--- src/rtl/packet_buffer_pkg.sv ---
// Shared definitions for the packet buffer read/write engines.
// Default geometry matches the writer side so both ends agree on packet layout.
package packet_buffer_pkg;

    localparam int DEF_MEM_SIZE   = 1024;
    localparam int DEF_DATA_WIDTH = 32;
    localparam int DEF_PKT_WORDS  = 16;

    typedef enum logic [1:0] {
        IDLE,
        ISSUE,
        DRAIN
    } reader_state_e;

endpackage

--- src/rtl/reader_skid_fifo.sv ---
// Two-entry first-word-fall-through FIFO between the buffer read port and egress.
// The head entry is visible on dout whenever count is non-zero.
module reader_skid_fifo
    import packet_buffer_pkg::*;
#(
    parameter int WIDTH = DEF_DATA_WIDTH + 1
) (
    input  logic             clk,
    input  logic             reset_n,
    input  logic             push,
    input  logic             pop,
    input  logic [WIDTH-1:0] din,
    output logic [WIDTH-1:0] dout,
    output logic [1:0]       count
);

    logic [WIDTH-1:0] mem_q [2];
    logic [WIDTH-1:0] mem_d [2];
    logic             wr_ptr_q, wr_ptr_d;
    logic             rd_ptr_q, rd_ptr_d;
    logic [1:0]       count_q, count_d;
    logic             do_pop;

    always_comb begin
        do_pop   = pop && (count_q != 2'd0);
        mem_d    = mem_q;
        wr_ptr_d = wr_ptr_q;
        rd_ptr_d = rd_ptr_q;
        if (push) begin
            mem_d[wr_ptr_q] = din;
            wr_ptr_d        = ~wr_ptr_q;
        end
        if (do_pop) begin
            rd_ptr_d = ~rd_ptr_q;
        end
        count_d = count_q + {1'b0, push} - {1'b0, do_pop};
    end

    always_ff @(posedge clk) begin
        if (!reset_n) begin
            wr_ptr_q <= 1'b0;
            rd_ptr_q <= 1'b0;
            count_q  <= 2'd0;
        end else begin
            mem_q    <= mem_d;
            wr_ptr_q <= wr_ptr_d;
            rd_ptr_q <= rd_ptr_d;
            count_q  <= count_d;
        end
    end

    assign dout  = mem_q[rd_ptr_q];
    assign count = count_q;

endmodule

--- src/rtl/packet_buffer_reader.sv ---
// Streams one fixed-length packet out of the packet buffer per start request,
// hiding the memory's one-cycle read latency behind a credit-checked skid FIFO.
module packet_buffer_reader
    import packet_buffer_pkg::*;
#(
    parameter  int MEM_SIZE   = DEF_MEM_SIZE,
    parameter  int DATA_WIDTH = DEF_DATA_WIDTH,
    parameter  int PKT_WORDS  = DEF_PKT_WORDS,
    localparam int ADDR_W     = $clog2(MEM_SIZE)
) (
    input  logic                  clk,
    input  logic                  reset_n,
    input  logic                  start,
    input  logic [ADDR_W-1:0]     start_addr,
    output logic                  busy,
    output logic [ADDR_W-1:0]     ra,
    input  logic [DATA_WIDTH-1:0] q,
    output logic [DATA_WIDTH-1:0] out_data,
    output logic                  out_valid,
    input  logic                  out_ready,
    output logic                  out_last,
    output logic                  done
);

    localparam int CNT_W = $clog2(PKT_WORDS + 1);

    reader_state_e     state_q, state_d;
    logic [ADDR_W-1:0] ra_q, ra_d;
    logic [CNT_W-1:0]  issue_cnt_q, issue_cnt_d;
    logic [CNT_W-1:0]  beat_cnt_q, beat_cnt_d;
    logic              inflight_q, inflight_d;
    logic              inflight_last_q, inflight_last_d;

    logic [1:0]        fifo_count;
    logic [DATA_WIDTH:0] fifo_dout;
    logic              pop;
    logic [2:0]        occupancy;
    logic              issue;
    logic              issue_is_last;

    // ra_q doubles as the read pointer: it always holds the next address to issue.
    assign pop           = out_valid && out_ready;
    assign occupancy     = {1'b0, fifo_count} + {2'b0, inflight_q} - {2'b0, pop};
    assign issue_is_last = (issue_cnt_q == CNT_W'(PKT_WORDS - 1));
    assign issue         = (state_q == ISSUE) && (issue_cnt_q < CNT_W'(PKT_WORDS))
                           && (occupancy < 3'd2);

    always_ff @(posedge clk) begin
        if (!reset_n) begin
            state_q         <= IDLE;
            ra_q            <= '0;
            issue_cnt_q     <= '0;
            beat_cnt_q      <= '0;
            inflight_q      <= 1'b0;
            inflight_last_q <= 1'b0;
        end else begin
            state_q         <= state_d;
            ra_q            <= ra_d;
            issue_cnt_q     <= issue_cnt_d;
            beat_cnt_q      <= beat_cnt_d;
            inflight_q      <= inflight_d;
            inflight_last_q <= inflight_last_d;
        end
    end

    always_comb begin
        state_d = state_q;
        unique case (state_q)
            IDLE:    if (start) state_d = ISSUE;
            ISSUE:   if (issue && issue_is_last) state_d = DRAIN;
            DRAIN:   if (beat_cnt_q == CNT_W'(PKT_WORDS)) state_d = IDLE;
            default: state_d = IDLE;
        endcase
    end

    always_comb begin
        ra_d            = ra_q;
        issue_cnt_d     = issue_cnt_q;
        beat_cnt_d      = beat_cnt_q;
        inflight_d      = issue;
        inflight_last_d = issue && issue_is_last;
        if (state_q == IDLE && start) begin
            ra_d        = start_addr;
            issue_cnt_d = '0;
            beat_cnt_d  = '0;
        end
        if (issue) begin
            ra_d        = (ra_q == ADDR_W'(MEM_SIZE - 1)) ? '0 : ra_q + ADDR_W'(1);
            issue_cnt_d = issue_cnt_q + CNT_W'(1);
        end
        if (pop) begin
            beat_cnt_d = beat_cnt_q + CNT_W'(1);
        end
    end

    always_comb begin
        busy = (state_q != IDLE);
        done = (state_q == DRAIN) && (beat_cnt_q == CNT_W'(PKT_WORDS));
    end

    reader_skid_fifo #(
        .WIDTH (DATA_WIDTH + 1)
    ) u_fifo (
        .clk     (clk),
        .reset_n (reset_n),
        .push    (inflight_q),
        .pop     (pop),
        .din     ({inflight_last_q, q}),
        .dout    (fifo_dout),
        .count   (fifo_count)
    );

    assign ra        = ra_q;
    assign out_valid = (fifo_count != 2'd0);
    assign out_data  = fifo_dout[DATA_WIDTH-1:0];
    assign out_last  = fifo_dout[DATA_WIDTH];

endmodule

--- config.mk ---
export PLATFORM = sky130hd
export DESIGN_NAME = packet_buffer_reader
export DESIGN_NICKNAME = d
export VERILOG_FILES = /design/src/rtl/packet_buffer_pkg.sv /design/src/rtl/reader_skid_fifo.sv /design/src/rtl/packet_buffer_reader.sv
export SDC_FILE = /design/constraint.sdc
export NUM_CORES = 1
export LEC_CHECK = 0
export BUFFER_PORTS_ARGS = -buffer_cell sky130_fd_sc_hd__buf_4
export CAP_MARGIN = 20
export CORE_AREA = 2 2 95 97
export DETAILED_ROUTE_END_ITERATION = 10
export DIE_AREA = 0 0 97 99
export PLACE_DENSITY_LB_ADDON = 0.3
export SYNTH_ARGS = -nofsm -noshare
export SYNTH_HDL_FRONTEND = slang
export SYNTH_HIERARCHICAL = 1
export SYNTH_SLANG_ARGS = --single-unit
--- constraint.sdc ---
create_clock -name clk -period 2.9 [get_ports clk]
set_input_delay 0.145 -clock clk [delete_from_list [all_inputs] [get_ports clk]]
set_output_delay 0.145 -clock clk [all_outputs]
set_load 0.01 [all_outputs]
# [After elaboration in Yosys (flattened, before gate mapping)]
# Cells that the tools add are included.
[word_totals] regBits=94 latchBits=0 ramBits=0 rom_bits=0 inputBits=46 output_inout_bits=46 wordCells=66 mem_count=0
[op_classes] n_addsub=7 mul=0 div_mod_pow=0 n_lt_le_gt_ge=5 n_eq_ne=8 shift=0 muxes=16 bitwise=4 reduce_logical=15
[ops] cell="2-to-1 mux 33 bit" count=4
[ops] cell="bitwise mux 66 bit" count=1
[ops] cell="demux 33 bit (select 1 bit)" count=1
[ops] cell="2-to-1 mux 10 bit" count=3
[ops] cell="2-to-1 mux 5 bit" count=3
[ops] cell="adder 10 x 1 -> 10 bit, second input constant" count=1
[ops] cell="adder 5 x 1 -> 5 bit, second input constant" count=2
[ops] cell="== test 10 bit, second input constant" count=1
[ops] cell="logical AND 1 bit" count=8
[ops] cell="nonzero test 2 bit" count=4
[ops] cell="2-to-1 mux 2 bit" count=3
[ops] cell="!= test 2 bit, second input constant" count=3
[ops] cell="case mux 2 bit (3 select lines)" count=1
[ops] cell="== test 5 x 4 -> 1 bit, second input constant" count=1
[ops] cell="== test 5 bit, second input constant" count=1
[ops] cell="< comparator 5 bit, second input constant" count=1
[ops] cell="greater-or-equal comparator 2 bit, second input constant" count=2
[ops] cell="NOT 1 -> 2 bit" count=2
[ops] cell="adder 2 x 1 -> 3 bit" count=1
[ops] cell="< comparator 3 x 2 -> 1 bit, second input constant" count=1
[ops] cell="AND reduction 3 bit" count=1
[ops] cell="subtractor 3 x 1 -> 3 bit" count=1
[ops] cell="adder 2 x 1 -> 2 bit" count=1
[ops] cell="== test 2 x 1 -> 1 bit, second input constant" count=1
[ops] cell="6 further kinds" count=7

# [Logic depth before layout (Yosys ltp)]
# Gate-level depths: netlist of run 1.
[depth] word_depth=8 depth_mapped=11 ltp_nobuf=9

# [Modules after synthesis]
# The synthesis of run 1 kept the hierarchy.
[modules_own_cells] module="reader_skid_fifo" instances=1 cells_each=123 area_each_um2=2740.1 seq_area_each_um2=2062.0
[modules_own_cells] module="packet_buffer_reader" instances=1 cells_each=167 area_each_um2=1340.0 seq_area_each_um2=480.5

# [Worst setup path after synthesis of run 1]
# Ideal clock, no wire load.
[synth_path] path_type="reg-to-reg" from="register u_fifo.count_q[1] (netlist: u_fifo/count[1])" to="register ra_q[7] (netlist: ra[7])" setup_time_ns=0.074 arrival_ns=2.767 t_required_ns=2.826 slack_ns=0.059 path_stages_with_launch=10 n_path_buf=0 synth_period_minus_slack_ns=2.841 cell_sequence="dfxtp_1 o21ai_0 inv_1 ha_1 nand2b_1 fa_1 and4bb_2 nand2_2 or4_1 a31oi_1"
[synth_between] elab_chain_len=6 word_cells_on_any_way=8 cone_classes="add/sub (2); order compare (1); mux (1); reduce/logical (4)"
[synth_rtl] element="start: declaration" line="reader_skid_fifo.sv:21" source="logic [1:0] count_q, count_d;"
[synth_rtl] element="start signal: assignment" line="reader_skid_fifo.sv:48" source="count_q <= count_d;"
[synth_rtl] element="nonzero test 2 bit *" line="packet_buffer_reader.sv:114" source="assign out_valid = (fifo_count != 2'd0);"
[synth_rtl] element="logical AND 1 bit *" line="packet_buffer_reader.sv:42" source="assign pop = out_valid && out_ready;"
[synth_rtl] element="net pop" line="packet_buffer_reader.sv:36" source="logic pop;"
[synth_rtl] element="subtractor 3 x 1 -> 3 bit *" line="packet_buffer_reader.sv:43" source="assign occupancy = {1'b0, fifo_count} + {2'b0, inflight_q} - {2'b0, pop};"
[synth_rtl] element="< comparator 3 x 2 -> 1 bit *" line="packet_buffer_reader.sv:46" source="&& (occupancy < 3'd2);"
[synth_rtl] element="logical AND 1 bit *" line="packet_buffer_reader.sv:46"
[synth_rtl] element="2-to-1 mux 10 bit / nonzero test 2 bit (equally long branches)"
[synth_rtl] element="end signal: assignment" line="packet_buffer_reader.sv:58" source="ra_q <= ra_d;"
[synth_rtl] element="end: declaration" line="packet_buffer_reader.sv:28" source="logic [ADDR_W-1:0] ra_q, ra_d;"
# Mark *: on every way through the listed nets, which the timed path passes. The rest lies on a longest branch.
# A chain may end at the register's enable or synchronous reset.

# [Final worst setup path of run 1]
[layout_path] from="register u_fifo.count_q[0] (netlist: u_fifo/count[0])" to="register ra_q[7] (netlist: ra[7])"
# Same word-level chain as after synthesis.

==> impl_results.rst, run 1 <==
.. list-table::
   :header-rows: 1

   * - Metric
     - Value
   * - Run status
     - finished clean
   * - Maximum frequency from static timing analysis
     - 369 MHz
   * - Crit Path Category
     - reg -> reg
   * - Leak
     - 2.11 nW
   * - Number of storage elements in the synthesis netlist
     - 94
   * - Input/output buffers
     - slightly above 90
   * - Clock input transition at the sequential cells of the worst setup and hold paths
     - ~90 ps
   * - Cell accounting for the most synthesized area
     - sky130_fd_sc_hd__edfxtp_1
   * - Number of search-and-repair iterations in the first detailed-routing pass
     - 4
   * - Overflow left after global routing
     - 0
   * - Met3 routing resource usage after global routing
     - 2.98%
   * - Sequential-to-total area share from yosys stat
     - approximately 62%
   * - Share of final-layout standard cells stronger than drive strength 1
     - a little under two fifths
   * - Worst reg2reg path endpoint
     - ra[7]
   * - Root buffer cell
     - sky130_fd_sc_hd__clkbuf_8
   * - Sinks on the clock net
     - 94
   * - Switching power share of the total
     - 23.8%
   * - Hold_ws
     - between 60 and 70 ps
   * - Met2 Use GR
     - 30.0%
   * - Post-detailed-placement half-perimeter wirelength
     - 5.48 mm
   * - DIE HEIGHT
     - 99 um
   * - Clock Skews
     - 5.82 ps
   * - Endpoint kind of the worst setup timing path
     - flip-flop
   * - Clock period minus worst slack
     - approximately 2700 ps
   * - Clk network pwr share
     - 32.2%
   * - Maximum cell stage delay along the critical path
     - 520 ps
   * - Total placed instance area
     - 0.00489 mm2
   * - Warnings, synthesis
     - 6
   * - Via count of the first global-routing pass
     - approximately 2,800
   * - End point of the most critical hold path
     - ra[2]
   * - Hold Path Origin
     - start_addr[2]
   * - Worst hold path class
     - in -> reg
   * - Summed negative setup slack over all endpoints
     - 0 ps
   * - Total power density per cell area
     - 533 mW/mm2
   * - Max_cap viols
     - 0
   * - Antenna Cells
     - 0
   * - Post-CTS Setup Inserts
     - 0
   * - Arrival time at the worst endpoint
     - 2990 ps
   * - Antenna-violating nets left
     - 0
   * - Seq pwr share
     - 52.9%
   * - Utilization after layout
     - 63.6%
   * - Worst VDD drop
     - slightly below 0.0003 V
   * - Post-Synthesis Net Count
     - roughly 350
   * - Max transition margin
     - 56.1%
   * - Largest net degree at the start of global routing
     - 27
   * - Final-stage net count
     - 478
   * - Slowest cell on the critical path
     - sky130_fd_sc_hd__or4_1
   * - Die area
     - a little under 0.01 mm2
   * - Part of the power in combinational logic
     - 14.9%
   * - Core area
     - around 0.0086 mm2
   * - Final GP Congestion
     - 0.857
   * - Number of cells traversed by the worst hold path
     - 3
   * - Area added between synthesis and finish
     - 33.4%
   * - Antenna violations before repair
     - 0
   * - Clk_lat worst skew
     - 350 ps
   * - Wire length of the first global-routing pass
     - roughly 13 mm
   * - Req. time, crit path
     - approximately 3200 ps
   * - Depth of the worst register-to-register path
     - 9
   * - Routed wire length
     - 7.93 mm
   * - Number of distinct library cells after synthesis
     - 51
   * - Maximum fanout encountered on the critical timing path
     - 7
   * - Post-synthesis async set-or-reset flop share
     - 0%
   * - Number of instances in the synthesized netlist
     - 290
   * - Endpoints failing hold
     - 0
   * - Actual slew at the worst max-slew pin
     - roughly 660 ps
   * - FF-to-FF setup slack
     - 190 ps
   * - Most used cells in the layout excluding fill and tap cells
     - sky130_fd_sc_hd__buf_4, sky130_fd_sc_hd__edfxtp_1, sky130_fd_sc_hd__dlygate4sd3_1
   * - Final design instance area without fill
     - 0.00544 mm2
   * - Primary flip-flop cell chosen by synthesis mapping
     - sky130_fd_sc_hd__edfxtp_1
   * - Proportion of netlist area held by the largest area contributor
     - 48.6%
   * - H-Tree Level Count
     - 3
   * - Clock tree from TritonCTS
     - yes
   * - CTS Buffer Depth
     - 2
   * - Post-synth EDFFs
     - 66
   * - Die Span X
     - just under 100 um
   * - Post-synthesis cell area
     - 0.00408 mm2
   * - Number of I/O pins
     - 92
   * - Cells traversed along the worst timing path
     - o21ai_1, inv_1, ha_1, nand2b_1, fa_1, and4bb_2, nand2_2, or4_1, a31oi_1
   * - Count of standard-cell rows
     - 34
   * - Final setup viols
     - 0
   * - CTS buffer count
     - 9
   * - Initial DRC count
     - 88
   * - Via-to-Cell Ratio
     - 5.16
   * - Most area-consuming cells after synthesis
     - sky130_fd_sc_hd__edfxtp_1, sky130_fd_sc_hd__dfxtp_1, sky130_fd_sc_hd__mux2_4, sky130_fd_sc_hd__ha_1, sky130_fd_sc_hd__a21oi_1
   * - Net switching power
     - 0.690 mW
   * - Beginning of the worst register-to-register path
     - u_fifo/count[0]
   * - Mean instance size in the synthesized netlist
     - 14.1 um2
   * - Worst Setup Start Kind
     - flip-flop
   * - Global-route usage over all layers
     - 17.0%
   * - Internal portion of total power
     - 2.21 mW
   * - RSZ-0062 raised after global routing
     - no
   * - M1 GR Usage
     - 20.9%
   * - Detailed-route wire length per cell
     - roughly 15 um
   * - Most common cell after layout, fill and taps aside
     - sky130_fd_sc_hd__buf_4
   * - Final routed DRC violation total
     - 0
   * - Number of vias in the routed layout
     - 2,763
   * - Grt peak-use layer
     - met2
   * - Crit share post-route
     - between 90% and 100%
   * - Initial core utilization
     - 47.7%
   * - Max Slew Vio Count
     - 0
-- cell usage after synthesis, drive strengths merged, types with 2 or more instances --
cell	number
a211oi	6
a21oi	17
a41oi	3
and2	5
and3	2
buf	6
clkbuf	5
dfxtp	28
edfxtp	66
ha	8
inv	10
mux2	33
nand2	11
nand2b	3
nand3	9
nand3b	3
nand4	2
nor2	15
nor3	10
nor3b	2
o21a	6
o21ai	15
or2	2
xor2	3
-- worst max-delay path by stage --
| stage | start | endpoint | slack (ps) | cells past startpoint |
|---|---|---|---|---|
| final | u_fifo/count[0] | ra[7] | 190 | 9 |
| after global routing | u_fifo/count[0] | ra[9] | 30 | 10 |
| after CTS | u_fifo/count[0] | ra[7] | 100 | 9 |
| after detailed placement | u_fifo/count[0] | ra[7] | 100 | 9 |
| after global placement | u_fifo/count[0] | ra[7] | 220 | 9 |
| after floorplan | u_fifo/count[1] | ra[7] | 60 | 9 |
-- metal layers --
metal / wire, um / up-vias
li1: - / 1358
met1: 3380 / 1304
met2: 4070 / 93
met3: 394 / 8
met4: 92 / 0
met5: 0 / -
-- worst max-delay path, delay by kind of cell (launching register included) --
kind / cells / cell delay, ps
buffers and inverters: 1 / 150
AND/OR/NAND/NOR: 4 / 1060
flip-flops: 1 / 350
AO/OA/AOI/OAI: 2 / 320
adder cells (fa/ha/maj): 2 / 780
-- through the flow --
stage	power, mW	std cells	setup slack (ps)
finish	2.90	535	192
global route	3.04	535	33.9
CTS	2.92	535	104
detailed placement	1.96	488	101
global placement	1.95	488	218
floorplan	1.78	290	58.8
-- state kept, by name (all words and copies together) (netlist names), 2 cells and up --
register	cells
ra	10
state_q	2
issue_cnt_q	5
beat_cnt_q	5
u_fifo/mem_q	66
u_fifo/count	2
-- power groups by stage --
| stage | Clock (mW) | Combinational (mW) | Sequential [mW] |
|---|---|---|---|
| after CTS | 0.958 | 0.430 | 1.53 |
| final | 0.935 | 0.431 | 1.54 |
| after detailed placement | 0 | 0.395 | 1.57 |
| after global routing | 1.02 | 0.479 | 1.54 |
| after floorplan | 0 | 0.218 | 1.56 |
| after global placement | 0 | 0.385 | 1.56 |
-- kinds of logic after synthesis --
kind of cell | synth area share, %
fa+ha+maj | 2.94
simple gates | 9.57
xor+xnor | 1.41
compound gates | 8.31
flops | 62.3
mux | 12.0
buf+inv | 3.43
-- final cells by class --
cell class	instances	area (um2)
clock buffers	9	124
well taps	108	135
fillers	648	3110
repair buffers	133	1090
clock inverters	6	92.6
inverters	10	37.5
multi-input cells	175	1420
flip-flops and latches	94	2540
-- timing repair --
action                                  CTS  global route
endpoints found under the setup margin    0             4
hold buffers                             32             0
hold endpoints to repair                 64             0
resized for setup                         0             3
No activity file was read; power rests on OpenSTA's default activity.
==> run 2, diff against run 1 <==
--- a/config.mk
+++ b/config.mk
@@ -7,9 +7,9 @@
 export LEC_CHECK = 0
 export BUFFER_PORTS_ARGS = -buffer_cell sky130_fd_sc_hd__buf_4
 export CAP_MARGIN = 20
-export CORE_AREA = 2 2 95 97
+export CORE_AREA = 2 2 91 101
 export DETAILED_ROUTE_END_ITERATION = 10
-export DIE_AREA = 0 0 97 99
+export DIE_AREA = 0 0 93 103
 export PLACE_DENSITY_LB_ADDON = 0.3
 export SYNTH_ARGS = -nofsm -noshare
 export SYNTH_HDL_FRONTEND = slang
==> run 2 against run 1 <==
  * Non-clock buffer count unchanged
  * First-iteration DRC count increased by 8.0%
  * Wire length increased by 0.91%
  * Critical path depth unchanged
  * Cell area decreased by 0.25%
  * Largest cell class unchanged
==> impl_results.rst, run 2 (synthesized netlist as in run 1, its figures left out) <==
.. list-table::
   :header-rows: 1

   * - Metric
     - Value
   * - Run status
     - finished clean (unchanged)
   * - End point of the most critical hold path
     - ra[2] (unchanged)
   * - Antenna Cells
     - 0 (unchanged)
   * - Area added between synthesis and finish
     - 33.0% (was 33.4%)
   * - Clk_lat worst skew
     - 350 ps (about the same)
   * - Initial core utilization
     - 47.2% (was 47.7%)
   * - Number of cells traversed by the worst hold path
     - 3 (unchanged)
   * - Number of search-and-repair iterations in the first detailed-routing pass
     - 4 (unchanged)
   * - RSZ-0062 raised after global routing
     - no (unchanged)
   * - Maximum cell stage delay along the critical path
     - 520 ps (about the same)
   * - Most common cell after layout, fill and taps aside
     - sky130_fd_sc_hd__buf_4 (unchanged)
   * - Core area
     - 0.00865 mm2 (was 0.00855 mm2)
   * - Hold_ws
     - 75.8 ps (was 68.8 ps)
   * - Max transition margin
     - 46.8% (was 56.1%)
   * - Endpoint kind of the worst setup timing path
     - flip-flop (unchanged)
   * - Slowest cell on the critical path
     - sky130_fd_sc_hd__or4_1 (unchanged)
   * - Final design instance area without fill
     - 0.00543 mm2 (was 0.00544 mm2)
   * - Final-stage net count
     - 478 (unchanged)
   * - DIE HEIGHT
     - 103 um (was 99 um)
   * - Count of standard-cell rows
     - 36 (was 34)
   * - Crit share post-route
     - 92.8% (was 93.4%)
   * - Worst VDD drop
     - 0.000311 V (was 0.000291 V)
   * - Clock Skews
     - 7.92 ps (was 5.82 ps)
   * - Most used cells in the layout excluding fill and tap cells
     - sky130_fd_sc_hd__buf_4, sky130_fd_sc_hd__edfxtp_1, sky130_fd_sc_hd__dlygate4sd3_1 (unchanged)
   * - Crit-path leading delay family
     - simple AND/OR/NAND/NOR gates (unchanged)
   * - Number of I/O pins
     - 92 (unchanged)
   * - Req. time, crit path
     - 3190 ps (was 3180 ps)
   * - Number of vias in the routed layout
     - 2,754 (was 2,763)
   * - Leak
     - 2.11 nW (about the same)
   * - Die Span X
     - 93 um (was 97 um)
   * - Initial DRC count
     - 95 (was 88)
   * - Cells traversed along the worst timing path
     - o21ai_0, inv_1, ha_1, nand2b_1, fa_1, and4bb_2, nand2_2, or4_1, a31oi_1 (was o21ai_1, inv_1, ha_1, nand2b_1, fa_1, and4bb_2, nand2_2, or4_1, a31oi_1)
   * - Post-CTS Setup Inserts
     - 0 (unchanged)
   * - Antenna-violating nets left
     - 0 (unchanged)
   * - Worst reg2reg path endpoint
     - ra[7] (unchanged)
   * - CTS buffer count
     - 9 (unchanged)
   * - Overflow left after global routing
     - 0 (unchanged)
   * - Reg with most FFs
     - u_fifo/mem_q (unchanged)
   * - Antenna violations before repair
     - 0 (unchanged)
   * - Final routed DRC violation total
     - 0 (unchanged)
   * - Largest net degree at the start of global routing
     - 34 (was 27)
   * - Summed negative setup slack over all endpoints
     - 0 ps (unchanged)
   * - Depth of the worst register-to-register path
     - 9 (unchanged)
   * - Actual slew at the worst max-slew pin
     - 798 ps (was 658 ps)
   * - Post-detailed-placement half-perimeter wirelength
     - 5.49 mm (was 5.48 mm)
   * - Max_cap viols
     - 0 (unchanged)
   * - Detailed-route wire length per cell
     - 14.8 um (about the same)
   * - FF-to-FF setup slack
     - 210 ps (was 190 ps)
   * - Clock tree from TritonCTS
     - yes (unchanged)
   * - Wire length of the first global-routing pass
     - 12.8 mm (was 13.1 mm)
   * - Via-to-Cell Ratio
     - 5.08 (was 5.16)
   * - Root buffer cell
     - sky130_fd_sc_hd__clkbuf_8 (unchanged)
   * - Placed Cells incl. Taps
     - 494 (was 488)
   * - Maximum fanout encountered on the critical timing path
     - 7 (unchanged)
   * - Final setup viols
     - 0 (unchanged)
   * - Clock input transition at the sequential cells of the worst setup and hold paths
     - 90 ps (about the same)
   * - # hold bufs at CTS
     - 32 (unchanged)
   * - Arrival time at the worst endpoint
     - 2980 ps (was 2990 ps)
   * - Flip-flop count of the largest register after layout
     - 66 (unchanged)
   * - Final Instance Count excl. Fillers
     - 542 (was 535)
   * - Sinks on the clock net
     - 94 (unchanged)
   * - Endpoints failing hold
     - 0 (unchanged)
   * - Worst hold path class
     - in -> reg (unchanged)
   * - Beginning of the worst register-to-register path
     - u_fifo/count[0] (unchanged)
   * - H-Tree Level Count
     - 3 (unchanged)
   * - Maximum frequency from static timing analysis
     - 372 MHz (was 369 MHz)
   * - CTS Buffer Depth
     - 2 (unchanged)
   * - Routed wire length
     - 8.00 mm (was 7.93 mm)
   * - Global-route usage over all layers
     - 17.2% (was 17.0%)
   * - Share of final-layout standard cells stronger than drive strength 1
     - 37.1% (was 37.2%)
   * - Clock period minus worst slack
     - 2690 ps (was 2710 ps)
   * - Worst Setup Start Kind
     - flip-flop (unchanged)
   * - Total placed instance area
     - 0.00490 mm2 (was 0.00489 mm2)
   * - Count of buffering cells on the critical path with inverters included
     - 1 (unchanged)
   * - Final GP Congestion
     - 0.804 (was 0.857)
   * - Resize count post-CTS
     - 0 (unchanged)
   * - Crit Path Category
     - reg -> reg (unchanged)
   * - Max Slew Vio Count
     - 0 (unchanged)
   * - Via count of the first global-routing pass
     - 2,792 (was 2,777)
   * - Input/output buffers
     - 91 (unchanged)
   * - Hold Path Origin
     - start_addr[2] (unchanged)
   * - Total power density per cell area
     - 524 mW/mm2 (was 533 mW/mm2)
   * - Die area
     - 0.00958 mm2 (was 0.00960 mm2)
## run 2: stage by stage
step / utilization, % / power [mW] / setup WS, ps
floorplan: - / 1.78 / 58.8
global placement: 56.7 / 1.95 / 306
detailed placement: 56.7 / 1.96 / 217
CTS: 62.8 / 2.88 / 193
global route: 62.8 / 2.98 / 0.251
finish: 62.8 / 2.84 / 208
## run 2: metal layers
layer  wire [um]  track usage, %
met1        3310            19.1
met2        4170            31.6
met3         413            4.24
met4         113            7.58
met5           0               0
## run 2: worst reg2reg max path, stage by stage, from the launching register on
cell and delay [ps]:
sky130_fd_sc_hd__dfxtp_1 350, sky130_fd_sc_hd__o21ai_0 250, sky130_fd_sc_hd__inv_1 90, sky130_fd_sc_hd__ha_1 270
sky130_fd_sc_hd__nand2b_1 150, sky130_fd_sc_hd__fa_1 500, sky130_fd_sc_hd__and4bb_2 260, sky130_fd_sc_hd__nand2_2 100
sky130_fd_sc_hd__or4_1 520, sky130_fd_sc_hd__a31oi_1 140
## run 2: final cells by class
| cell class | instances | area [um2] |
|---|---|---|
| fillers | 697 | 3220 |
| flip-flops and latches | 94 | 2540 |
| multi-input cells | 175 | 1410 |
| repair buffers | 133 | 1090 |
| well taps | 114 | 143 |
| clock buffers | 10 | 138 |
| clock inverters | 6 | 68.8 |
| inverters | 10 | 37.5 |
## run 2: how the worst max path moves through the flow
stage                               start          to  slack, ps  depth (start not counted)
after floorplan           u_fifo/count[1]       ra[7]         60                          9
after global placement    u_fifo/count[0]       ra[7]        310                          9
after detailed placement  u_fifo/count[0]       ra[7]        220                          9
after CTS                 u_fifo/count[0]       ra[7]        190                          9
after global routing      u_fifo/count[0]  state_q[0]        0.3                          9
final                     u_fifo/count[0]       ra[7]        210                          9
## run 2: where the power goes
part	internal, mW	leakage [nW]	switching, mW	total, mW
logic	0.235	1.18	0.194	0.428
clock network	0.426	0.103	0.449	0.875
registers	1.49	0.827	0.0482	1.54
total	2.15	2.11	0.691	2.84
